## config.mk

```make
export PLATFORM = sky130hd
export DESIGN_NAME = wb_arbiter
export DESIGN_NICKNAME = d
export VERILOG_FILES = /design/src/rtl/wb_arbiter.sv
export SDC_FILE = /design/constraint.sdc
export NUM_CORES = 1
export LEC_CHECK = 0
export CAP_MARGIN = 5
export CORE_ASPECT_RATIO = 1.75
export CORE_MARGIN = 1
export CORE_UTILIZATION = 45
export CTS_BUF_LIST = sky130_fd_sc_hd__clkbuf_2
export DETAILED_ROUTE_END_ITERATION = 10
export GPL_ROUTABILITY_DRIVEN = 0
export PLACE_DENSITY = 0.81
export SLEW_MARGIN = 20
export SYNTH_ARGS = -nofsm -noshare
export SYNTH_HDL_FRONTEND = slang
export SYNTH_SLANG_ARGS = --single-unit
```

## constraint.sdc

```tcl
create_clock -name clk -period 5.1 [get_ports clk]
set_clock_uncertainty 0.1 [all_clocks]
set_input_delay 0.765 -clock clk [delete_from_list [all_inputs] [get_ports clk]]
set_output_delay 0.765 -clock clk [all_outputs]
set_load 0.02 [all_outputs]
```

## src/rtl/wb_arbiter.sv

```systemverilog
// -----------------------------------------------------------------------------
// wb_arbiter
//   Write-back initiator for the register-file write port. Up to NSRC
//   producers (ALU, LSU, MUL/DIV, ...) present write requests with a
//   valid/ready handshake. One request is accepted per cycle in round-robin
//   order. It is then presented as a registered write on rf_we/rf_wa/rf_wd.
//   The write in flight is not yet visible in the register file, so it is
//   forwarded to the two read ports.
//
// Ports
//   clk        rising-edge clock
//   rst_n      synchronous active-low reset
//   src_valid  per-source request valid
//   src_ready  per-source accept (combinational, one-hot or zero)
//   src_addr   per-source destination register, slice [i*AW +: AW]
//   src_data   per-source write data, slice [i*XLEN +: XLEN]
//   rf_we      register-file write enable (registered)
//   rf_wa      register-file write address (registered)
//   rf_wd      register-file write data (registered)
//   qa1, qa2   register-file read addresses to compare for forwarding
//   fwd1_hit   qa1 matches the in-flight write
//   fwd2_hit   qa2 matches the in-flight write
//   fwd_data   forwarded data (equals rf_wd)
//   grant_cnt  saturating count of accepted requests (debug)
// -----------------------------------------------------------------------------
module wb_arbiter #(
   parameter int NSRC = 3,
   parameter int XLEN = 32,
   parameter int AW   = 5
) (
   input  logic                 clk,
   input  logic                 rst_n,
   input  logic [NSRC-1:0]      src_valid,
   output logic [NSRC-1:0]      src_ready,
   input  logic [NSRC*AW-1:0]   src_addr,
   input  logic [NSRC*XLEN-1:0] src_data,
   output logic                 rf_we,
   output logic [AW-1:0]        rf_wa,
   output logic [XLEN-1:0]      rf_wd,
   input  logic [AW-1:0]        qa1,
   input  logic [AW-1:0]        qa2,
   output logic                 fwd1_hit,
   output logic                 fwd2_hit,
   output logic [XLEN-1:0]      fwd_data,
   output logic [15:0]          grant_cnt
);

   localparam int PW = (NSRC > 1) ? $clog2(NSRC) : 1;

   logic [PW-1:0]   rr_ptr_r;
   logic            rf_we_r;
   logic [AW-1:0]   rf_wa_r;
   logic [XLEN-1:0] rf_wd_r;
   logic [15:0]     grant_cnt_r;

   logic            found_s;
   logic            grant_s;
   logic [PW-1:0]   gidx_s;
   logic [PW-1:0]   nxt_ptr_s;
   logic [AW-1:0]   sel_addr_s;
   logic [XLEN-1:0] sel_data_s;
   logic [NSRC-1:0] src_ready_s;

   // Round-robin search: first valid source starting at rr_ptr, wrapping mod NSRC.
   always_comb begin
      int idx_v;
      idx_v      = 0;
      found_s    = 1'b0;
      gidx_s     = '0;
      sel_addr_s = '0;
      sel_data_s = '0;
      for (int k = 0; k < NSRC; k++) begin
         idx_v = (int'(rr_ptr_r) + k) % NSRC;
         if (!found_s && src_valid[idx_v]) begin
            found_s    = 1'b1;
            gidx_s     = idx_v[PW-1:0];
            sel_addr_s = src_addr[idx_v*AW +: AW];
            sel_data_s = src_data[idx_v*XLEN +: XLEN];
         end else begin
            found_s    = found_s;
         end
      end
   end

   // Grant qualification, one-hot ready and the pointer value after a grant.
   always_comb begin
      // Reset suppresses the grant so nothing is handed over in a reset cycle.
      grant_s = found_s && rst_n;
      for (int i = 0; i < NSRC; i++) begin
         src_ready_s[i] = grant_s && (int'(gidx_s) == i);
      end
      if (int'(gidx_s) == NSRC - 1) begin
         nxt_ptr_s = '0;
      end else begin
         nxt_ptr_s = gidx_s + PW'(1);
      end
   end

   // Output stage, round-robin pointer and grant counter.
   always_ff @(posedge clk) begin
      if (!rst_n) begin
         rf_we_r     <= 1'b0;
         rf_wa_r     <= '0;
         rf_wd_r     <= '0;
         rr_ptr_r    <= '0;
         grant_cnt_r <= 16'd0;
      end else if (grant_s) begin
         // x0 writes are consumed with the enable low but still count as grants.
         rf_we_r  <= (sel_addr_s != '0);
         rf_wa_r  <= sel_addr_s;
         rf_wd_r  <= sel_data_s;
         rr_ptr_r <= nxt_ptr_s;
         if (grant_cnt_r != 16'hFFFF) begin
            grant_cnt_r <= grant_cnt_r + 16'd1;
         end else begin
            grant_cnt_r <= grant_cnt_r;
         end
      end else begin
         rf_we_r <= 1'b0;
      end
   end

   assign src_ready = src_ready_s;
   assign rf_we     = rf_we_r;
   assign rf_wa     = rf_wa_r;
   assign rf_wd     = rf_wd_r;
   assign grant_cnt = grant_cnt_r;
   assign fwd_data  = rf_wd_r;
   // x0 is hard-wired zero in the file, so it never takes a forwarded value.
   assign fwd1_hit  = rf_we_r && (qa1 != '0) && (qa1 == rf_wa_r);
   assign fwd2_hit  = rf_we_r && (qa2 != '0) && (qa2 == rf_wa_r);

endmodule

```

Word-level counts from Yosys, hierarchy flattened
Cells that the tools add are included.

word-level totals
  logic and storage cells = 69
  output and inout bits = 91
  flip-flop bits (word level) = 56

operators by class
  div/mod/pow operators = 3
  reduce and logical (&&, ||, !) cells = 18
  shifts and indexed selects = 6
  $add $sub $neg = 4
  muxes and demuxes = 22
  multipliers = 3
  equal/unequal tests = 5
  magnitude comparators = 3

operators with widths
  kind                   number
  $shiftx 96x32->32      3
  $lt 32x4->1 const B    3
  $mul 32x4->32 const B  3
  $mux 32                3
  $shiftx 15x32->5       3
  $mod 32x3->32 const B  2
  $mod 3x3->32 const B   1
  $add 16x1->16 const B  1
  $ne 16x16->1 const B   1
  $mux 5                 3
  $reduce_bool 5->1      3
  $eq 5x5->1             2
  $logic_and 1x1->1      10
  $mux 1                 9
  $mux 2                 4
  $bmux 1 s2             3
  $eq 2x2->1 const B     2
  $reduce_and 2->1       2
  $add 2x1->3 const B    1
  $add 2x2->3 const B    1
  $add 2x1->2 const B    1
  $logic_not 1->1        2
  $logic_not 2->1        1

Depth between registers and ports, before layout
  depth after elaboration = 13
  mapped depth = 15

Worst setup path before layout
No wires, ideal clock.

  path type = register to register
  start = reg rr_ptr_r[0]
  end = reg rf_we_r (netlist: rf_we)
  cell stages (with the launch flop) = 16
  arrival = 3.532 ns
  setup slack = 1.409 ns
  period minus slack after synthesis = 3.691 ns
  required time = 4.941 ns
  cells stage by stage = dfxtp_1 > inv_1 > ha_1 > buf_2 > buf_2 > clkbuf_1 > buf_2 > nand3_1 > fa_1 > xor2_1 > xnor2_1 > nand2_1 > or4b_2 > a41o_1 > nand4_1 > o211a_1

on the way
  longest elaborated chain between the ends = 13
  elaborated cells on any way between the ends = 33
  classes of those cells = add/sub (2); mul (3); div (3); shift (3); mux (15); reduce/logical (7)

RTL lines
  what                                                    line  RTL
  start, declared                                         50    logic [PW-1:0] rr_ptr_r;
  start signal, assigned                                  112   rr_ptr_r <= nxt_ptr_s;
  branches (longest 13 deep; another with $mod 32x3->32)  -
  end signal, assigned                                    109   rf_we_r <= (sel_addr_s != '0);
  end, declared                                           51    logic rf_we_r;

Parallel ways; which one is timed is not known. The select of a mux whose other input is x is not followed.
A chain may end at the register's enable or synchronous reset.

Worst setup path in the final report
  start = reg rr_ptr_r[0]
  end = out src_ready[0]

on the way
  longest elaborated chain between the ends = 13
  elaborated cells on any way between the ends = 27
  classes of those cells = add/sub (2); div (3); mux (15); reduce/logical (7)

RTL lines
  what                                                    line  RTL
  branches (longest 12 deep; another with $mod 32x3->32)  -
  $logic_and 1x1->1 (*)                                   90    src_ready_s[i] = grant_s && (int'(gidx_s) == i);
  end, declared                                           34    output logic [NSRC-1:0] src_ready,

Mark *: on every way between the ends. The select of a mux whose other input is x is not followed.

==> impl_metrics.ini <==
[run_status]
outcome = completed

[global_route]
first_global_vias = 6615
grtUsageTotal_pct = 28.3
grt_util_met1_pct = 30.0
grt_overflow = 0
grt_util_met3_pct = 2.88
grt-busiest-layer = met2
antenna_found_initial = 1
met2_usage_pct = 52.8
grt_pass1_wl_um = 31100
grt_max_degree = 74

[cts]
cts_sinks = 56
hold_buffers = 0
clk_latency_ps = 530
ctsResizeCount = 0
cts_made_buffers = 5
cts_tree = built
cts_max_path_buffers = 2
post_cts_buffers = 0
root_buffer = clkbuf_2
h-tree-depth = 2
clk_pin_slew_ps = 330

[floorplan]
rows = 55
die_y_um = 155
fp.dieArea_um2 = 13800
fp.dieW_um = 89.2
start_util_pct = 46.3
core_area_um2 = 12900
ioPinCount = 217

[yosys]
ys_ff_latch = 56
synthArstFlopShare_pct = 0
synthFlopType = dfxtp_1
synthesis.nets = 966
postSynthCellCount = 826
yosysSeqAreaShare_pct = 18.7
synthDistinctLibCells = 62
syn_area_per_cell_um2 = 7.25
netlist_area_um2 = 5990
yosys_warnings = 0
synth_edf_count = 0

[critical_path]
cp_cell_sequence = inv_1, ha_4, mux2i_1, nor2_1, o31ai_1, a22oi_1, nand3_1, nor2b_1, clkdlybuf4s50_1
crit_buf_inv = 2
worst_ep_arrival_time_ps = 3830
worst_path_dominant_cell_family = buffers and inverters
cp-end-kind = primary output
worstPathMaxFanout = 41
start_kind = flip-flop
crit_type = reg -> out
max_stage_delay_ps = 640
cpMaxStageDelayCell = clkdlybuf4s50_1
crit_required_ps = 4240

[hold_path]
min_path_type = reg -> reg

[power]
combinationalPowerShare_pct = 80.0
swShare_pct = 52.1
power.internal_mw = 2.11
pwr-share-seq_pct = 15.2
p_per_area_nw_per_um2 = 549
irDropWorstVdd_uv = 441
switchingPower_mw = 2.30
total_power_mw = 4.41
p_leak_nw = 2.83
clkPwrFrac_pct = 4.8

[sta]
finalSetupViolCount = 0
min_period_ps = 4700
fmax_mhz = 213
slew_headroom_pct = 42.9
finalHoldViolCount = 0
tightest_slew_ps = 857
rsz0062_at_grt = no
slew_viol_final = 0
final.setup.tns_ps = 0
post-route-period-util_pct = 92.1

[drt]
vias = 6767
routedWlPerCell_um = 17.4
vias_per_cell = 5.94
ant_nets = 0
drt_first_pass_iters = 5
drt-initial-drc-count = 323
drt_wl_total_um = 19800
drc = 0

[cells_and_area]
nets = 1106
layout_common_cells = 216 x clkdlybuf4s50_1, 121 x nand2_1, 114 x mux2i_1
utilization_pct = 62.1
drive_above_1_share_pct = 4.76
fin_area_um2 = 8040
final_common_cell = clkdlybuf4s50_1
area_growth_pct = 34.2

[placement]
dpl.hpwl_um = 14200
numPortBuffers = 216
place_area_um2 = 7980

[run]
drv_cap = 0
area by class of cell:
class | count | area, um^2
inverter | 13 | 48.8
fill | 1235 | 4900
antenna | 1 | 2.50
timing repair buffer | 231 | 2280
sequential | 56 | 1120
multi-input combinational | 659 | 4320
tap | 171 | 214
clock buffer | 5 | 25.0
clock inverter | 3 | 27.5
sequential cells by signal (all words and copies together), names as in the netlist:
name	count
fwd_data	32
grant_cnt	16
rf_wa	5
rf_we	1
rr_ptr_r	2
stage by stage:
| stage | setup WS [ps] | instances | hold WS [ps] |
|---|---|---|---|
| final | 401 | 1139 | 435 |
| after global routing | 228 | 1139 | 471 |
| after CTS | 440 | 1138 | 422 |
| after detailed placement | 882 | 1130 | 396 |
| after global placement | 975 | 1130 | 393 |
| after floorplan | 1410 | 826 | 420 |
power groups by stage:
stage | Sequential (mW) | Clock, mW | Combinational (mW)
3_3_place_gp | 0.675 | 0 | 3.46
3_5_place_dp | 0.678 | 0 | 3.51
5_1_grt | 0.687 | 0.233 | 3.84
4_1_cts | 0.670 | 0.213 | 3.52
6_report | 0.670 | 0.210 | 3.53
2_1_floorplan | 0.758 | 0 | 2.50
tightest hold or removal path, cell delays in order (launching register included):
cell     delay, ps
dfxtp_1        420
nand2_1         70
o21ai_0         60
synth_stat cells, types with 2 or more instances:
| library cell | instances | share of area, % |
|---|---|---|
| a211oi_1 | 3 | 0.38 |
| a21oi_1 | 83 | 6.9 |
| a221oi_1 | 32 | 4.7 |
| a2bb2oi_1 | 2 | 0.29 |
| a31oi_1 | 3 | 0.31 |
| and2_1 | 4 | 0.42 |
| and3_1 | 5 | 0.52 |
| buf_1 | 4 | 0.25 |
| buf_2 | 25 | 2.1 |
| buf_4 | 34 | 4.3 |
| buf_6 | 3 | 0.56 |
| clkbuf_1 | 32 | 2.0 |
| dfxtp_1 | 56 | 19 |
| fa_1 | 2 | 0.67 |
| ha_1 | 12 | 2.5 |
| inv_1 | 12 | 0.75 |
| mux2i_1 | 114 | 19 |
| mux4_2 | 7 | 2.6 |
| nand2_1 | 121 | 7.6 |
| nand2b_1 | 2 | 0.21 |
| nand3_1 | 9 | 0.75 |
| nand4_1 | 6 | 0.63 |
| nor2_1 | 93 | 5.8 |
| nor2b_1 | 3 | 0.31 |
| nor3_1 | 11 | 0.92 |
| nor3b_1 | 2 | 0.25 |
| nor4_1 | 5 | 0.52 |
| o211a_1 | 2 | 0.33 |
| o211ai_1 | 2 | 0.25 |
| o21a_1 | 2 | 0.25 |
| o21ai_0 | 75 | 6.3 |
| o21ai_1 | 2 | 0.17 |
| o22ai_1 | 2 | 0.21 |
| o31ai_1 | 2 | 0.25 |
| o32ai_1 | 2 | 0.29 |
| or3_1 | 7 | 0.73 |
| xnor2_1 | 11 | 1.6 |
| xor2_1 | 10 | 1.5 |
worst paths after layout:
kind | startpoint | to | slack [ps] | depth (start not counted)
worst max-delay path | rr_ptr_r[0]$_SDFFE_PN0P_ | src_ready[0] | 400 | 9
worst min-delay path | grant_cnt[1]$_SDFFE_PN0P_ | grant_cnt[1]$_SDFFE_PN0P_ | 440 | 2
worst max register to register | rr_ptr_r[1]$_SDFFE_PN0P_ | rf_we$_SDFF_PN0_ | 810 | 14
worst min register to register | grant_cnt[1]$_SDFFE_PN0P_ | grant_cnt[1]$_SDFFE_PN0P_ | 440 | 2
metal layers:
metal,wire (um),up-vias
met5,0,-
met3,1060,65
met2,10600,299
li1,-,3208
met4,889,0
met1,7210,3195
cell families (layout without fill, tap and decap cells):
family	Yosys count	after routing	synth area share (%)
AOI/OAI and AO/OA	221	221	22.2
xor gates and xnor gates	21	21	3.07
adders and majority gates	14	14	3.18
buffers and inverters	111	252	9.99
DFF	56	56	18.7
muxes	122	122	22.1
other	0	1	0
and+or+nand+nor	281	281	20.7
No activity file was read; power rests on OpenSTA's default activity.
